## src/rtl/bist_sig_unloader.sv

```systemverilog
// LBIST signature unloader: at end of test, captures the MISR signature and
// shifts it off-chip as a frame: start(0), N data bits LSB first, even parity,
// stop(1). Every bit is held BIT_DIV clocks. A registered golden compare of the
// same captured value is presented on PASS.
module bist_sig_unloader #(
  parameter int              N                = 64,
  parameter int              BIT_DIV          = 4,
  parameter logic [N-1:0]    GOLDEN_SIGNATURE = '0
) (
  input  logic         clk,
  input  logic         rst,
  input  logic         END_TEST,
  input  logic [N-1:0] SIGNATURE,
  output logic         TX_O,
  output logic         BUSY,
  output logic         DONE,
  output logic         PASS
);

  // Counter widths; the divider keeps at least one bit so BIT_DIV=1 is legal.
  localparam int DW = (BIT_DIV > 1) ? $clog2(BIT_DIV) : 1;
  localparam int BW = $clog2(N);

  localparam logic [DW-1:0] DIV_LAST = DW'(BIT_DIV - 1);
  localparam logic [BW-1:0] BIT_LAST = BW'(N - 1);

  typedef enum logic [2:0] {
    S_IDLE,
    S_START,
    S_DATA,
    S_PARITY,
    S_STOP,
    S_DONE
  } state_t;

  state_t         state;
  logic [N-1:0]   shift_q;
  logic           par_q;
  logic [DW-1:0]  div_cnt;
  logic [BW-1:0]  bit_cnt;
  logic           end_test_q;
  logic           armed;
  logic           launch;
  logic           bit_end;

  // A launch needs a genuine low-to-high transition seen after reset. The
  // armed flag blocks a level that was already high when reset was released.
  assign launch  = END_TEST & ~end_test_q & armed;
  assign bit_end = (div_cnt == DIV_LAST);

  // Edge-detect register and arming flag for the end-of-test level.
  always_ff @(posedge clk or posedge rst) begin
    if (rst) begin
      end_test_q <= 1'b0;
      armed      <= 1'b0;
    end else begin
      end_test_q <= END_TEST;
      if (!END_TEST) armed <= 1'b1;
    end
  end

  // Frame FSM; TX_O/BUSY/DONE are set together with the state they belong to,
  // so every output comes straight from a flop.
  always_ff @(posedge clk or posedge rst) begin
    if (rst) begin
      state   <= S_IDLE;
      shift_q <= '0;
      par_q   <= 1'b0;
      div_cnt <= '0;
      bit_cnt <= '0;
      TX_O    <= 1'b1;
      BUSY    <= 1'b0;
      DONE    <= 1'b0;
      PASS    <= 1'b0;
    end else begin
      case (state)
        S_IDLE: begin
          TX_O <= 1'b1;
          if (launch) begin
            shift_q <= SIGNATURE;
            par_q   <= ^SIGNATURE;
            PASS    <= (SIGNATURE == GOLDEN_SIGNATURE);
            div_cnt <= '0;
            bit_cnt <= '0;
            TX_O    <= 1'b0;
            BUSY    <= 1'b1;
            state   <= S_START;
          end
        end

        S_START: begin
          if (bit_end) begin
            div_cnt <= '0;
            bit_cnt <= '0;
            TX_O    <= shift_q[0];
            state   <= S_DATA;
          end else begin
            div_cnt <= div_cnt + 1'b1;
          end
        end

        S_DATA: begin
          if (bit_end) begin
            div_cnt <= '0;
            shift_q <= shift_q >> 1;
            if (bit_cnt == BIT_LAST) begin
              bit_cnt <= '0;
              TX_O    <= par_q;
              state   <= S_PARITY;
            end else begin
              bit_cnt <= bit_cnt + 1'b1;
              // Next bit is the one about to land in position 0.
              TX_O    <= shift_q[1];
            end
          end else begin
            div_cnt <= div_cnt + 1'b1;
          end
        end

        S_PARITY: begin
          if (bit_end) begin
            div_cnt <= '0;
            TX_O    <= 1'b1;
            state   <= S_STOP;
          end else begin
            div_cnt <= div_cnt + 1'b1;
          end
        end

        S_STOP: begin
          if (bit_end) begin
            div_cnt <= '0;
            TX_O    <= 1'b1;
            BUSY    <= 1'b0;
            DONE    <= 1'b1;
            state   <= S_DONE;
          end else begin
            div_cnt <= div_cnt + 1'b1;
          end
        end

        S_DONE: begin
          TX_O <= 1'b1;
          BUSY <= 1'b0;
          if (!END_TEST) begin
            DONE    <= 1'b0;
            div_cnt <= '0;
            state   <= S_IDLE;
          end
        end

        default: begin
          TX_O    <= 1'b1;
          BUSY    <= 1'b0;
          DONE    <= 1'b0;
          div_cnt <= '0;
          bit_cnt <= '0;
          state   <= S_IDLE;
        end
      endcase
    end
  end

endmodule
```

## config.mk

```make
export PLATFORM = sky130hd
export DESIGN_NAME = bist_sig_unloader
export DESIGN_NICKNAME = d
export VERILOG_FILES = /design/src/rtl/bist_sig_unloader.sv
export SDC_FILE = /design/constraint.sdc
export NUM_CORES = 1
export LEC_CHECK = 0
export ABC_AREA = 0
export CORE_MARGIN = 2
export CORE_UTILIZATION = 59
export CTS_BUF_LIST = sky130_fd_sc_hd__clkbuf_8 sky130_fd_sc_hd__clkbuf_16
export DETAILED_ROUTE_END_ITERATION = 6
export HOLD_SLACK_MARGIN = 0.12
export PLACE_DENSITY = 0.92
export SKIP_CTS_REPAIR_TIMING = 1
export SKIP_LAST_GASP = 1
export SYNTH_ARGS = -nofsm -noshare
export SYNTH_HDL_FRONTEND = slang
export SYNTH_SLANG_ARGS = --single-unit
```

## constraint.sdc

```tcl
create_clock -name clk -period 4.7 [get_ports clk]
set_clock_uncertainty 0.15 [all_clocks]
set_input_delay 0.47 -clock clk [delete_from_list [all_inputs] [get_ports clk]]
set_output_delay 0.47 -clock clk [all_outputs]
set_load 0.05 [all_outputs]
```

Word level (Yosys, flattened, before mapping)
Cells that the tools add are included.
{"block": "op_classes", "n_bitwise": 6, "mux": 31, "n_addsub": 2, "reduce_logical": 17, "n_eq_ne": 15}
{"cell": "64-bit 2-to-1 mux", "count": 2}
{"cell": "64-bit case mux with 2 select lines", "count": 1}
{"cell": "64-bit zero test", "count": 1}
{"cell": "64-bit XOR reduction", "count": 1}
{"cell": "6-bit 2-to-1 mux", "count": 4}
{"cell": "6-bit case mux with 4 select lines", "count": 1}
{"cell": "3-bit 2-to-1 mux", "count": 7}
{"cell": "3-bit case mux with 6 select lines", "count": 1}
{"cell": "2-bit inequality test (second input constant)", "count": 7}
{"cell": "3-bit AND reduction", "count": 4}
{"cell": "1-bit 2-to-1 mux", "count": 8}
{"cell": "4-bit OR reduction", "count": 2}
{"cell": "7-bit AND reduction", "count": 1}
{"cell": "6-bit by 1-bit adder with 6-bit output (second input constant)", "count": 1}
{"cell": "3-bit by 2-bit equality test with 1-bit output (second input constant)", "count": 2}
{"cell": "3-bit equality test (second input constant)", "count": 2}
{"cell": "6-bit equality test (second input constant)", "count": 1}
{"cell": "2-bit 2-to-1 mux", "count": 3}
{"cell": "1-bit case mux with 3 select lines", "count": 2}
{"cell": "2-bit case mux with 3 select lines", "count": 1}
{"cell": "3-bit OR reduction", "count": 2}
{"cell": "1-bit inverter", "count": 4}
{"cell": "1-bit case mux with 4 select lines", "count": 1}
{"cell": "2-bit AND reduction", "count": 2}
{"cell": "other kinds (9)", "count": 10}
{"block": "word_totals", "regBits": 82, "wordCells": 82}

Depth between registers and ports, before layout
{"block": "logic_depth", "ltp_word": 5, "depth_mapped": 8}

Worst setup path before layout
No wires, ideal clock.
{"block": "synth_path", "kind": "in2reg", "start": "input port SIGNATURE[4]", "end": "register par_q", "stages": 8, "slack_ns": 2.784, "arrival_ns": 1.624, "path_cell_list": "inv_1 -> ha_1 -> xor2_1 -> xnor2_1 -> xnor2_1 -> xnor2_1 -> xnor2_1 -> a21oi_1"}
{"block": "synth_between", "elab_chain_cells": 1}
{"element": "start: declaration", "line": "13", "source": "input logic [N-1:0] SIGNATURE,"}
{"element": "64-bit XOR reduction", "line": "81", "source": "par_q <= ^SIGNATURE;"}
{"element": "end signal: assignment", "line": "81"}
{"element": "end: declaration", "line": "38", "source": "logic par_q;"}
Every way passes these cells.
A chain may end at the register's enable or synchronous reset.

Final worst setup path
{"block": "layout_path", "start": "register state[2]", "end": "register bit_cnt[3]"}
{"block": "layout_between", "elab_chain_cells": 4, "word_cells_on_any_way": 13, "cone_classes": "eq/ne: 8; mux: 1; bitwise: 1; reduce/logical: 3"}
{"element": "start: declaration", "line": "36", "source": "state_t state;"}
{"element": "start signal: assignment", "line": "66", "source": "state <= S_IDLE;"}
{"element": "start signal: assignment", "line": "87", "source": "state <= S_START;"}
{"element": "start signal: assignment", "line": "96", "source": "state <= S_DATA;"}
{"element": "3-bit equality test or 3-bit by 2-bit equality test with 1-bit output (tied branches)", "line": "76", "source": "case (state)"}
{"element": "3-bit OR reduction (no line)"}
{"element": "1-bit inverter (no line)"}
{"element": "4-bit AND reduction (no line)"}
{"element": "end signal: assignment", "line": "111", "source": "bit_cnt <= bit_cnt + 1'b1;"}
{"element": "end: declaration", "line": "40", "source": "logic [BW-1:0] bit_cnt;"}
Several ways; a longest one is shown, not always the timed one.

==> metrics.md <==
| Metric | Value |
|---|---|
| Status | finished clean |
| Antenna viol nets, final | 0 |
| Ports | 71 |
| Via-to-Cell Ratio | 5.472 |
| Async SR Flop Fraction | 1.000 |
| Slew headroom | 0.2294 |
| Initial Util | 0.6155 |
| Worst R2R End | bit_cnt[3]$_DFFE_PP0P_ |
| # setup viols final | 0 |
| CP top delay family | buffers and inverters |
| CP required | 4.81 ns |
| Most used DFF post-synth | dfrtp_1 |
| CTS Buf Count | 9 |
| Cell count of the worst reg-to-reg path | 7 |
| Routability cong. | 0.8634 |
| Period utilisation layout | 0.6285 |
| Cell Rows | 32 |
| Hold path depth | 1 |
| Setup repair after global routing missed its margin | no |
| Die Y | 94.25 µm |
| Layout Nets | 742 |
| FF+latch count, synth | 82 |
| Setup crit end kind | register |
| Post-synthesis sequential area ratio | 0.4272 |
| Die X | 94.25 µm |
| Clk Latency, worst-skew pair | 0.36 ns |
| Core Area | 7807 µm² |
| Clk slew on worst S/H paths | 0.10 ns |
| Total negative slack | 0 ns |
| Reg2reg setup slack | 1.75 ns |
| Initial antenna violation count | 0 |
| Root Buffer Master | clkbuf_8 |
| Number of synthesized flops with an enable pin | 0 |
| Peak fanout along the critical path | 129 |
| Leak | 0.002709 µW |
| Worst min path class | register to register |
| Largest net degree at the start of global routing | 130 |
| Synth unique cells | 33 |
| Total nets after synthesis | 689 |
| H-tree Lvls | 3 |
| Hold Path End | armed$_DFFE_PP0N_ |
| Synth-to-Final Area Change | 18.54% |
| CP max stage cell | buf_4 |
| Arrival @ worst endpoint | 3.06 ns |
| Drt pass-1 iters | 5 |
| Worst Max-Slew Pin Slew | 1.156 ns |
| Cell Pwr Density | 504.9 nW/µm² |
| Final WL | 10510 µm |
| Most frequent cells in the layout | dfrtp_1, nor2_1, nand2_1 |
| DPL Wire Length | 7574 µm |
| Fin area | 5697 µm² |
| Syn avg cell area | 8.173 µm² |
| CTS tree | built |
| Port bufs | 70 |
| CTS max path bufs | 2 |
| Worst setup SP type | register |
| Crit path kind | register to register |
| Synth warnings | 0 |
| Detailed-route via count | 4093 |
| Fillcell total | 544 |
| Most used cell, CP | o21ai_0 |
| R2R Path Start | state[2]$_DFFE_PP0P_ |
| Max-cap violations | 0 |
| Grt ovf | 0 |
| Final max-slew violation count | 0 |
| Clk sinks | 82 |
| Total GRT Usage | 0.2481 |
| Synthesized cell area | 4806 µm² |
| Layout cells sized above 1 | 0.03870 |
| Fin. Hold Viols | 0 |
| Post-Place Cells | 732 |
| Most common cell after layout, fill and taps aside | dfrtp_1 |
| Bufs and invs on worst path | 1 |
| Max IR drop VDD | 0.3036 mV |
| Post-Synthesis Cells | 588 |
| Vias in the first global route | 3840 |
| Initial drt markers | 304 |
| Max Freq | 338.5 MHz |
| Die area | 8883 µm² |
| Worst Min Path Start | armed$_DFFE_PP0N_ |
| Placed instance area | 5493 µm² |
| WL/cell | 14.04 µm |
| Critical path cell sequence | nand2b_1, nor2_4, buf_4, o21ai_0, nor2b_1, o21ai_0, o41ai_1 |
| CP peak stage delay | 0.91 ns |
| Fin crit period | 2.954 ns |
| First-pass GRT wire length | 17220 µm |
| Non-filler cells in the finished layout | 748 |
| Antenna Cells | 0 |
| DRC errors left | 0 |
per-layer routing:
metal,GRT usage,routed length [µm],vias to the layer above
li1,-,-,2020
met1,0.3169,4387,1909
met2,0.4107,5183,139
met3,0.05056,637,25
met4,0.1039,296,0
met5,0,0,-
logic make-up after synthesis:
| family | count (synthesis) | share of synthesized area |
|---|---|---|
| compound gates | 158 | 0.1729 |
| xor+xnor | 33 | 0.06014 |
| fa+ha+maj | 34 | 0.08852 |
| buf+inv | 101 | 0.09060 |
| flops | 82 | 0.4272 |
| mux | 3 | 0.006249 |
| simple gates | 177 | 0.1544 |
worst max path at each step:
stage	startpoint	end	slack (ns)	cells after the start
after floorplan	rst	BUSY$_DFFE_PP0P_	1.97	1
after global placement	END_TEST	shift_q[24]$_DFFE_PP0P_	1.80	6
after detailed placement	END_TEST	shift_q[24]$_DFFE_PP0P_	1.72	6
after CTS	state[2]$_DFFE_PP0P_	bit_cnt[3]$_DFFE_PP0P_	1.82	7
after global routing	state[2]$_DFFE_PP0P_	bit_cnt[3]$_DFFE_PP0P_	1.51	7
final	state[2]$_DFFE_PP0P_	bit_cnt[3]$_DFFE_PP0P_	1.75	7
area by class of cell:
| type | instances | area, µm² | share of cell area |
|---|---|---|---|
| flip-flops and latches | 82 | 2053 | 0.3604 |
| multi-input cells | 405 | 2322 | 0.4076 |
| clock buffers | 9 | 123.9 | 0.02174 |
| repair buffers | 74 | 730.7 | 0.1283 |
| inverters | 69 | 259.0 | 0.04546 |
| clock inverters | 7 | 80.08 | 0.01406 |
| well taps | 102 | 127.6 | 0.02240 |
power by group:
part           internal (µW)  total, µW  switching (µW)
Clock                    249        519             270
Sequential               990       1200             213
Combinational            461       1150             693
Yosys cell counts (7+ instances only):
cell	instances	area [µm²]
dfrtp_1	81	2027
nor2_1	76	285.3
nand2_1	74	277.8
a21oi_1	71	355.3
inv_1	69	259.0
o21ai_0	45	225.2
ha_1	34	425.4
o21ai_1	31	155.2
xnor2_1	29	254.0
buf_2	21	105.1
nand4_1	8	50.05
clkbuf_1	7	26.28
per-stage QoR:
stage | hold WS [ns] | total power, µW | util | worst slack [ns]
2_1_floorplan | 0.2851 | 2071 | - | 1.973
3_3_place_gp | 0.3056 | 2249 | 0.7035 | 1.803
3_5_place_dp | 0.3057 | 2346 | 0.7035 | 1.722
4_1_cts | 0.3272 | 2875 | 0.7296 | 1.819
5_1_grt | 0.3379 | 3088 | 0.7296 | 1.514
6_report | 0.3289 | 2876 | 0.7296 | 1.746
flip-flops by register name, summed over array words and instances, names as in the netlist:
name	count
par_q	1
armed	1
div_cnt	2
PASS	1
state	3
BUSY	1
end_test_q	1
shift_q	64
TX_O	1
DONE	1
bit_cnt	6
Power figures use the tool's default switching activity.
